### config.mk
export PLATFORM = sky130hd
export DESIGN_NAME = spi_controller
export DESIGN_NICKNAME = d
export VERILOG_FILES = /design/src/rtl/spi_pkg.sv /design/src/rtl/spi_tick_gen.sv /design/src/rtl/spi_controller.sv
export SDC_FILE = /design/constraint.sdc
export NUM_CORES = 1
export LEC_CHECK = 0
export CAP_MARGIN = 25
export CORE_MARGIN = 3
export CORE_UTILIZATION = 45
export CTS_BUF_LIST = sky130_fd_sc_hd__clkbuf_2 sky130_fd_sc_hd__clkbuf_4 sky130_fd_sc_hd__clkbuf_8
export CTS_CLUSTER_DIAMETER = 80
export DETAILED_ROUTE_END_ITERATION = 12
export DONT_BUFFER_PORTS = 1
export SYNTH_ARGS = -nofsm -noshare
export SYNTH_HDL_FRONTEND = slang
export SYNTH_SLANG_ARGS = --single-unit
### constraint.sdc
create_clock -name CLK -period 2.4 [get_ports CLK]
set_input_delay 0.48 -clock CLK [delete_from_list [all_inputs] [get_ports CLK]]
set_output_delay 0.48 -clock CLK [all_outputs]
set_load 0.01 [all_outputs]
### src/rtl/spi_pkg.sv
// Shared definitions for the SPI master controller: FSM encoding, frame geometry
// and the frame-assembly helper.
package spi_pkg;

    localparam int   FRAME_BITS = 16;
    localparam int   ADDR_W     = 7;
    localparam int   DATA_W     = 8;
    localparam logic RW_READ    = 1'b1;

    typedef enum logic [2:0] {
        IDLE,
        SETUP,
        SHIFT,
        HOLD,
        GAP
    } spi_state_e;

    // Reads carry zeros in the data phase so MOSI stays quiet while the slave talks.
    function automatic logic [FRAME_BITS-1:0] build_frame(input logic              rw,
                                                          input logic [ADDR_W-1:0] addr,
                                                          input logic [DATA_W-1:0] wdata);
        return {addr, rw, (rw == RW_READ) ? {DATA_W{1'b0}} : wdata};
    endfunction

endpackage

### src/rtl/spi_tick_gen.sv
// Half-period tick generator: free-running 0..DIV-1 counter with a
// synchronous clear, tick asserted in the last count.
module spi_tick_gen #(
    parameter int DIV = 4
) (
    input  logic clk_sys,
    input  logic rst_b,
    input  logic clr,
    output logic tick
);

    localparam int              CNT_W    = (DIV > 1) ? $clog2(DIV) : 1;
    localparam logic [CNT_W-1:0] CNT_LAST = CNT_W'(DIV - 1);

    logic [CNT_W-1:0] cnt;

    assign tick = (cnt == CNT_LAST);

    always_ff @(posedge clk_sys or negedge rst_b) begin
        if (!rst_b) begin
            cnt <= '0;
        end else if (clr || tick) begin
            cnt <= '0;
        end else begin
            cnt <= cnt + 1'b1;
        end
    end

endmodule

### src/rtl/spi_controller.sv
// SPI mode-0 master issuing 16-bit {addr, rw, data} frames with a guaranteed CS gap.
// Optional macro SPI_CONTROLLER_QUEUE_EN adds a one-entry request holding register.
//
// state | meaning
// IDLE  | CS high, waiting for an accepted request
// SETUP | CS low, first MOSI bit settling for one half-period
// SHIFT | 32 SCLK half-periods, MOSI out on falls, MISO in on rises
// HOLD  | SCLK low, CS held one more half-period
// GAP   | CS high for CS_GAP cycles; busy still asserted
module spi_controller
    import spi_pkg::*;
#(
    parameter int CLK_DIV = 4,
    parameter int CS_GAP  = 8
) (
    input  logic              CLK,
    input  logic              RST_N,
    input  logic              start,
    input  logic              rw,
    input  logic [ADDR_W-1:0] addr,
    input  logic [DATA_W-1:0] wdata,
    output logic              ready,
    output logic              busy,
    output logic              done,
    output logic [DATA_W-1:0] rdata,
    output logic              SCLK,
    output logic              MOSI,
    output logic              CS,
    input  logic              MISO
);

    localparam int                HALF_W    = $clog2(2 * FRAME_BITS);
    localparam logic [HALF_W-1:0] HALF_LAST = HALF_W'(2 * FRAME_BITS - 1);
    localparam int                GAP_W     = (CS_GAP > 1) ? $clog2(CS_GAP) : 1;
    localparam logic [GAP_W-1:0]  GAP_LOAD  = GAP_W'(CS_GAP - 1);

    spi_state_e state, state_nxt;

    logic                  tick;
    logic                  accept;
    logic                  launch;
    logic                  finish;
    logic                  pend;
    logic                  rst_done;
    logic [HALF_W-1:0]     hcnt;
    logic [GAP_W-1:0]      gap_cnt;
    logic [FRAME_BITS-1:0] sreg;
    logic [DATA_W-1:0]     rx;
    logic                  rw_q;
    logic                  ln_rw;
    logic [ADDR_W-1:0]     ln_addr;
    logic [DATA_W-1:0]     ln_wdata;

    spi_tick_gen #(
        .DIV(CLK_DIV)
    ) u_tick (
        .clk_sys(CLK),
        .rst_b  (RST_N),
        .clr    (launch),
        .tick   (tick)
    );

    assign busy   = (state != IDLE);
    assign accept = start && ready;

`ifdef SPI_CONTROLLER_QUEUE_EN
    logic              hold_full;
    logic              hold_rw;
    logic [ADDR_W-1:0] hold_addr;
    logic [DATA_W-1:0] hold_wdata;

    assign ready    = rst_done && !hold_full;
    assign pend     = hold_full || accept;
    assign ln_rw    = hold_full ? hold_rw    : rw;
    assign ln_addr  = hold_full ? hold_addr  : addr;
    assign ln_wdata = hold_full ? hold_wdata : wdata;

    // A request arriving mid-frame parks here until the GAP exit launches it.
    always_ff @(posedge CLK or negedge RST_N) begin
        if (!RST_N) begin
            hold_full  <= 1'b0;
            hold_rw    <= 1'b0;
            hold_addr  <= '0;
            hold_wdata <= '0;
        end else if (launch && hold_full) begin
            hold_full <= 1'b0;
        end else if (accept && !launch) begin
            hold_full  <= 1'b1;
            hold_rw    <= rw;
            hold_addr  <= addr;
            hold_wdata <= wdata;
        end
    end
`else
    assign ready    = rst_done && !busy;
    assign pend     = 1'b0;
    assign ln_rw    = rw;
    assign ln_addr  = addr;
    assign ln_wdata = wdata;
`endif

    always_ff @(posedge CLK or negedge RST_N) begin
        if (!RST_N) begin
            state <= IDLE;
        end else begin
            state <= state_nxt;
        end
    end

    always_comb begin
        state_nxt = state;
        launch    = 1'b0;
        finish    = 1'b0;
        case (state)
            IDLE: begin
                if (accept) begin
                    state_nxt = SETUP;
                    launch    = 1'b1;
                end
            end
            SETUP: begin
                if (tick) state_nxt = SHIFT;
            end
            SHIFT: begin
                if (tick && (hcnt == HALF_LAST)) state_nxt = HOLD;
            end
            HOLD: begin
                if (tick) begin
                    state_nxt = GAP;
                    finish    = 1'b1;
                end
            end
            GAP: begin
                if (gap_cnt == '0) begin
                    if (pend) begin
                        state_nxt = SETUP;
                        launch    = 1'b1;
                    end else begin
                        state_nxt = IDLE;
                    end
                end
            end
            default: state_nxt = IDLE;
        endcase
    end

    always_ff @(posedge CLK or negedge RST_N) begin
        if (!RST_N) begin
            rst_done <= 1'b0;
            CS       <= 1'b1;
            SCLK     <= 1'b0;
            MOSI     <= 1'b0;
            done     <= 1'b0;
            rdata    <= '0;
            sreg     <= '0;
            rx       <= '0;
            rw_q     <= 1'b0;
            hcnt     <= '0;
            gap_cnt  <= '0;
        end else begin
            rst_done <= 1'b1;
            done     <= 1'b0;
            if (launch) begin
                sreg <= build_frame(ln_rw, ln_addr, ln_wdata);
                MOSI <= ln_addr[ADDR_W-1];
                CS   <= 1'b0;
                SCLK <= 1'b0;
                hcnt <= '0;
                rx   <= '0;
                rw_q <= ln_rw;
            end else if ((state == SHIFT) && tick) begin
                SCLK <= ~SCLK;
                hcnt <= hcnt + 1'b1;
                if (SCLK) begin
                    sreg <= {sreg[FRAME_BITS-2:0], 1'b0};
                    MOSI <= sreg[FRAME_BITS-2];
                end else if ((rw_q == RW_READ) && hcnt[HALF_W-1]) begin
                    // Upper half of the frame holds rising edges 9..16: the data phase.
                    rx <= {rx[DATA_W-2:0], MISO};
                end
            end
            if (finish) begin
                CS      <= 1'b1;
                MOSI    <= 1'b0;
                done    <= 1'b1;
                gap_cnt <= GAP_LOAD;
                if (rw_q == RW_READ) rdata <= rx;
            end else if ((state == GAP) && (gap_cnt != '0)) begin
                gap_cnt <= gap_cnt - 1'b1;
            end
        end
    end

endmodule

==> impl_results.md <==
* Sw Ratio at 0.342
* Critical Path Source Type: register
* Syn_nets at between 200 and 300
* Routed via count at around 1700
* Final cell count without fillers at between 200 and 300
* Worst Setup Path Type: register to primary output
* Wirelength per Cell at 16.1 microns
* Max-Slew Margin vs Limit at 0.552
* Via/cell ratio at approximately 5.8
* Tot GR Track Use at 0.164
* Outcome: finished, final reports clean
* Max_cap viols at 0
* Most frequent cells after synthesis: 49 x dfrtp_1, 26 x o21ai_0, 25 x nand3_1
* Synth area leader: dfrtp_1
* Sequential share of the synthesized area at 0.539
* Clock Power Share at 0.214
* # fillers at approximately 450
* CP endpoint kind: primary output
* CTS buffer count at 5
* Final Power at approximately 2.8 mW
* Share of cells above drive strength 1 at 0.0909
* Starting Density at 0.479
* Iteration-0 DRC Markers at 96
* Most used standard cell by instance count after synthesis: dfrtp_1
* CTS tree: built
* Internal power at 1.84 mW
* Number of library cell types mapped by synthesis at 41
* CP max FO at 19
* Core Area at slightly below 5000 sq um
* Setup TNS at 0 ps
* Largest net degree at the start of global routing at 50
* Power share of the combinational group at 0.272
* Final Util at 0.522
* Leak at 1.08 nW
* Final min period at ~2100 ps
* R2R cell count at 3
* Syn Area/Cell at roughly 10 sq um
* Switching Power at between 0.9 and 1 mW
* Flop pwr share at 0.514
* Max VDD drop at between 400 and 500 uV
* GR peak layer: met2
* Data arrival, critical path at between 1500 and 2000 ps
* Die ar. at around 6100 sq um
* Final WL at ~4.8 mm
* Fin nets at roughly 260
* Period utilization at 0.861
* First-pass GRT wire length at between 8 and 9 mm
* Power Dens Cells at roughly 1100 nW/um^2
* Met1 Track Usage GR at 0.231
* Yosys reg bits at 50
* H-tree depth at 2
* Hold Crit Class: input pin to asynchronous set/reset pin
* Tightest Pin Transition at 672 ps
* Top-Level Pins at 34
* Clk_skew at about 5.9 ps
* Max-slew violations at 0
* RD Place Congestion at about 0.7
* Die W at between 70 and 80 microns
* Post-Synthesis Cell Area at around 2300 sq um
* YS warnings at 0
* Gate Count Post-Synth at 231
* Grt met3 use at 0.0418
* Synth top area share at 0.528
* CTS Sinks at 50
* Root buffer cell: clkbuf_8
* Row count at 25
* P&R area growth vs syn at 8.94%
* Number of flops mapped to enable cells by yosys at 0
* Clock tree buffer depth at 2
* Post-route setup slack at between 300 and 400 ps
* Post-synth ARST share at 1.00
* Vias in the first global route at roughly 1600
* Max Clk Rate at just under 0.5 GHz
* Area contributors post-synth: dfrtp_1 53%, o21ai_0 5.6%, nand3_1 5.4%, a31oi_1 4.0%, mux2_1 3.9%
* DRC viols at 0
* Clock Latency Late Sink at about 300 ps
* GRT overflow at 0
* Met2 Use GR at 0.248
* Antenna cells at 0
* Inst Count DP at 288
* DRT Pass-1 Iters at 4
* Worst-path clk slew at approximately 90 ps
* Hold Vio Cnt, Final at 0
* Number of buffers added on ports at 0
* Main synth FF type: dfrtp_1
* RSZ-0062 raised after global routing: no
* Final setup viols at 0
* Post-DP HPWL at roughly 3 mm
* Pre-CTS worst setup slack at about 570 ps
* DIE HEIGHT at between 70 and 80 microns
* Worst Path Required at 1920 ps
* Post-route ant nets at 0
* Initial antenna violation count at 0
## critical path, stage by stage (launching register included)
cell and delay, ps:
dfrtp_1 460, or3_1 390, buf_4 230, nor2_1 220
## metal layers
| metal | vias up | wire length (microns) |
|---|---|---|
| li1 | 827 | - |
| met1 | 857 | 2300 |
| met2 | 37 | 2190 |
| met3 | 4 | 252 |
| met4 | 0 | 45 |
| met5 | - | 0 |
## what timing repair did
item	CTS	global route
gates resized for setup	0	0
buffers inserted	0	0
hold endpoints to repair	49	1
hold buffers	1	1
## worst paths after layout
path | start | endpoint | slack, ps
min in group CLK | wdata[0] | sreg[0]$_DFFE_PN0P_ | 310
min reg2reg | u_tick.cnt[0]$_DFF_PN0_ | u_tick.cnt[0]$_DFF_PN0_ | 450
max in group asynchronous | RST_N | CS$_DFFE_PN1P_ | 1760
max reg2reg | state[1]$_DFFE_PN0P_ | rw_q$_DFFE_PN0P_ | 560
max | state[1]$_DFFE_PN0P_ | ready | 330
min | RST_N | rx[6]$_DFFE_PN0P_ | 30
## sequential cells by signal, summed over array words and instances, names as in the netlist, 2 cells and up
signal and cells:
sreg 15, gap_cnt 3, hcnt 5, rx 8, state 3, u_tick.cnt 2, rdata 8
## area by class of cell
type / instances / area [sq um] / share of cell area
Clock buffer: 7 / 83.8 / 0.0331
Clock inverter: 1 / 30.0 / 0.0119
Tap cell: 67 / 83.8 / 0.0331
Timing Repair Buffer: 9 / 90.1 / 0.0356
Inverter: 7 / 26.3 / 0.0104
Sequential cell: 50 / 1250 / 0.495
Multi-Input combinational cell: 157 / 965 / 0.381
## stage by stage
| step | area [sq um] | hold slack, ps |
|---|---|---|
| final | 2530 | 28.3 |
| after global routing | 2530 | 24.7 |
| after CTS | 2520 | 2.50 |
| after detailed placement | 2380 | 186 |
| after global placement | 2380 | 186 |
| after floorplan | 2320 | 184 |
## cells in the final DEF, fill, tap and decap left out, types with 2 or more instances in the layout
cell type / Yosys / routed
o21ai_0: 26 / 26
mux2_1: 8 / 8
ha_1: 5 / 5
inv_1: 6 / 6
a21oi_1: 14 / 14
nor2_1: 3 / 3
a31oi_1: 15 / 15
dfrtp_1: 49 / 49
nor2b_1: 7 / 7
clkbuf_4: 0 / 2
nand3_1: 25 / 25
xnor2_1: 2 / 2
o211ai_1: 2 / 2
nand2_1: 12 / 12
or3_1: 3 / 3
buf_4: 0 / 7
nor3_1: 15 / 15
clkbuf_8: 0 / 5
## cell families after synthesis
family                   Yosys count  synth area share
adder cells (fa/ha/maj)            5            0.0269
buffers and inverters             24            0.0458
XOR/XNOR                           3            0.0113
flip-flops                        50             0.539
AO/OA/AOI/OAI                     62             0.149
multiplexers                       9            0.0452
other                              1           0.00161
AND/OR/NAND/NOR                   77             0.181
## power by group through the flow
| stage | Sequential, mW | Clock (mW) | Combinational (mW) |
|---|---|---|---|
| after floorplan | 1.39 | 0 | 0.625 |
| after global placement | 1.45 | 0 | 0.723 |
| after detailed placement | 1.45 | 0 | 0.748 |
| after CTS | 1.44 | 0.620 | 0.771 |
| after global routing | 1.48 | 0.652 | 0.882 |
| final | 1.44 | 0.600 | 0.761 |
Note: power is estimated with default switching activity, not from simulation.
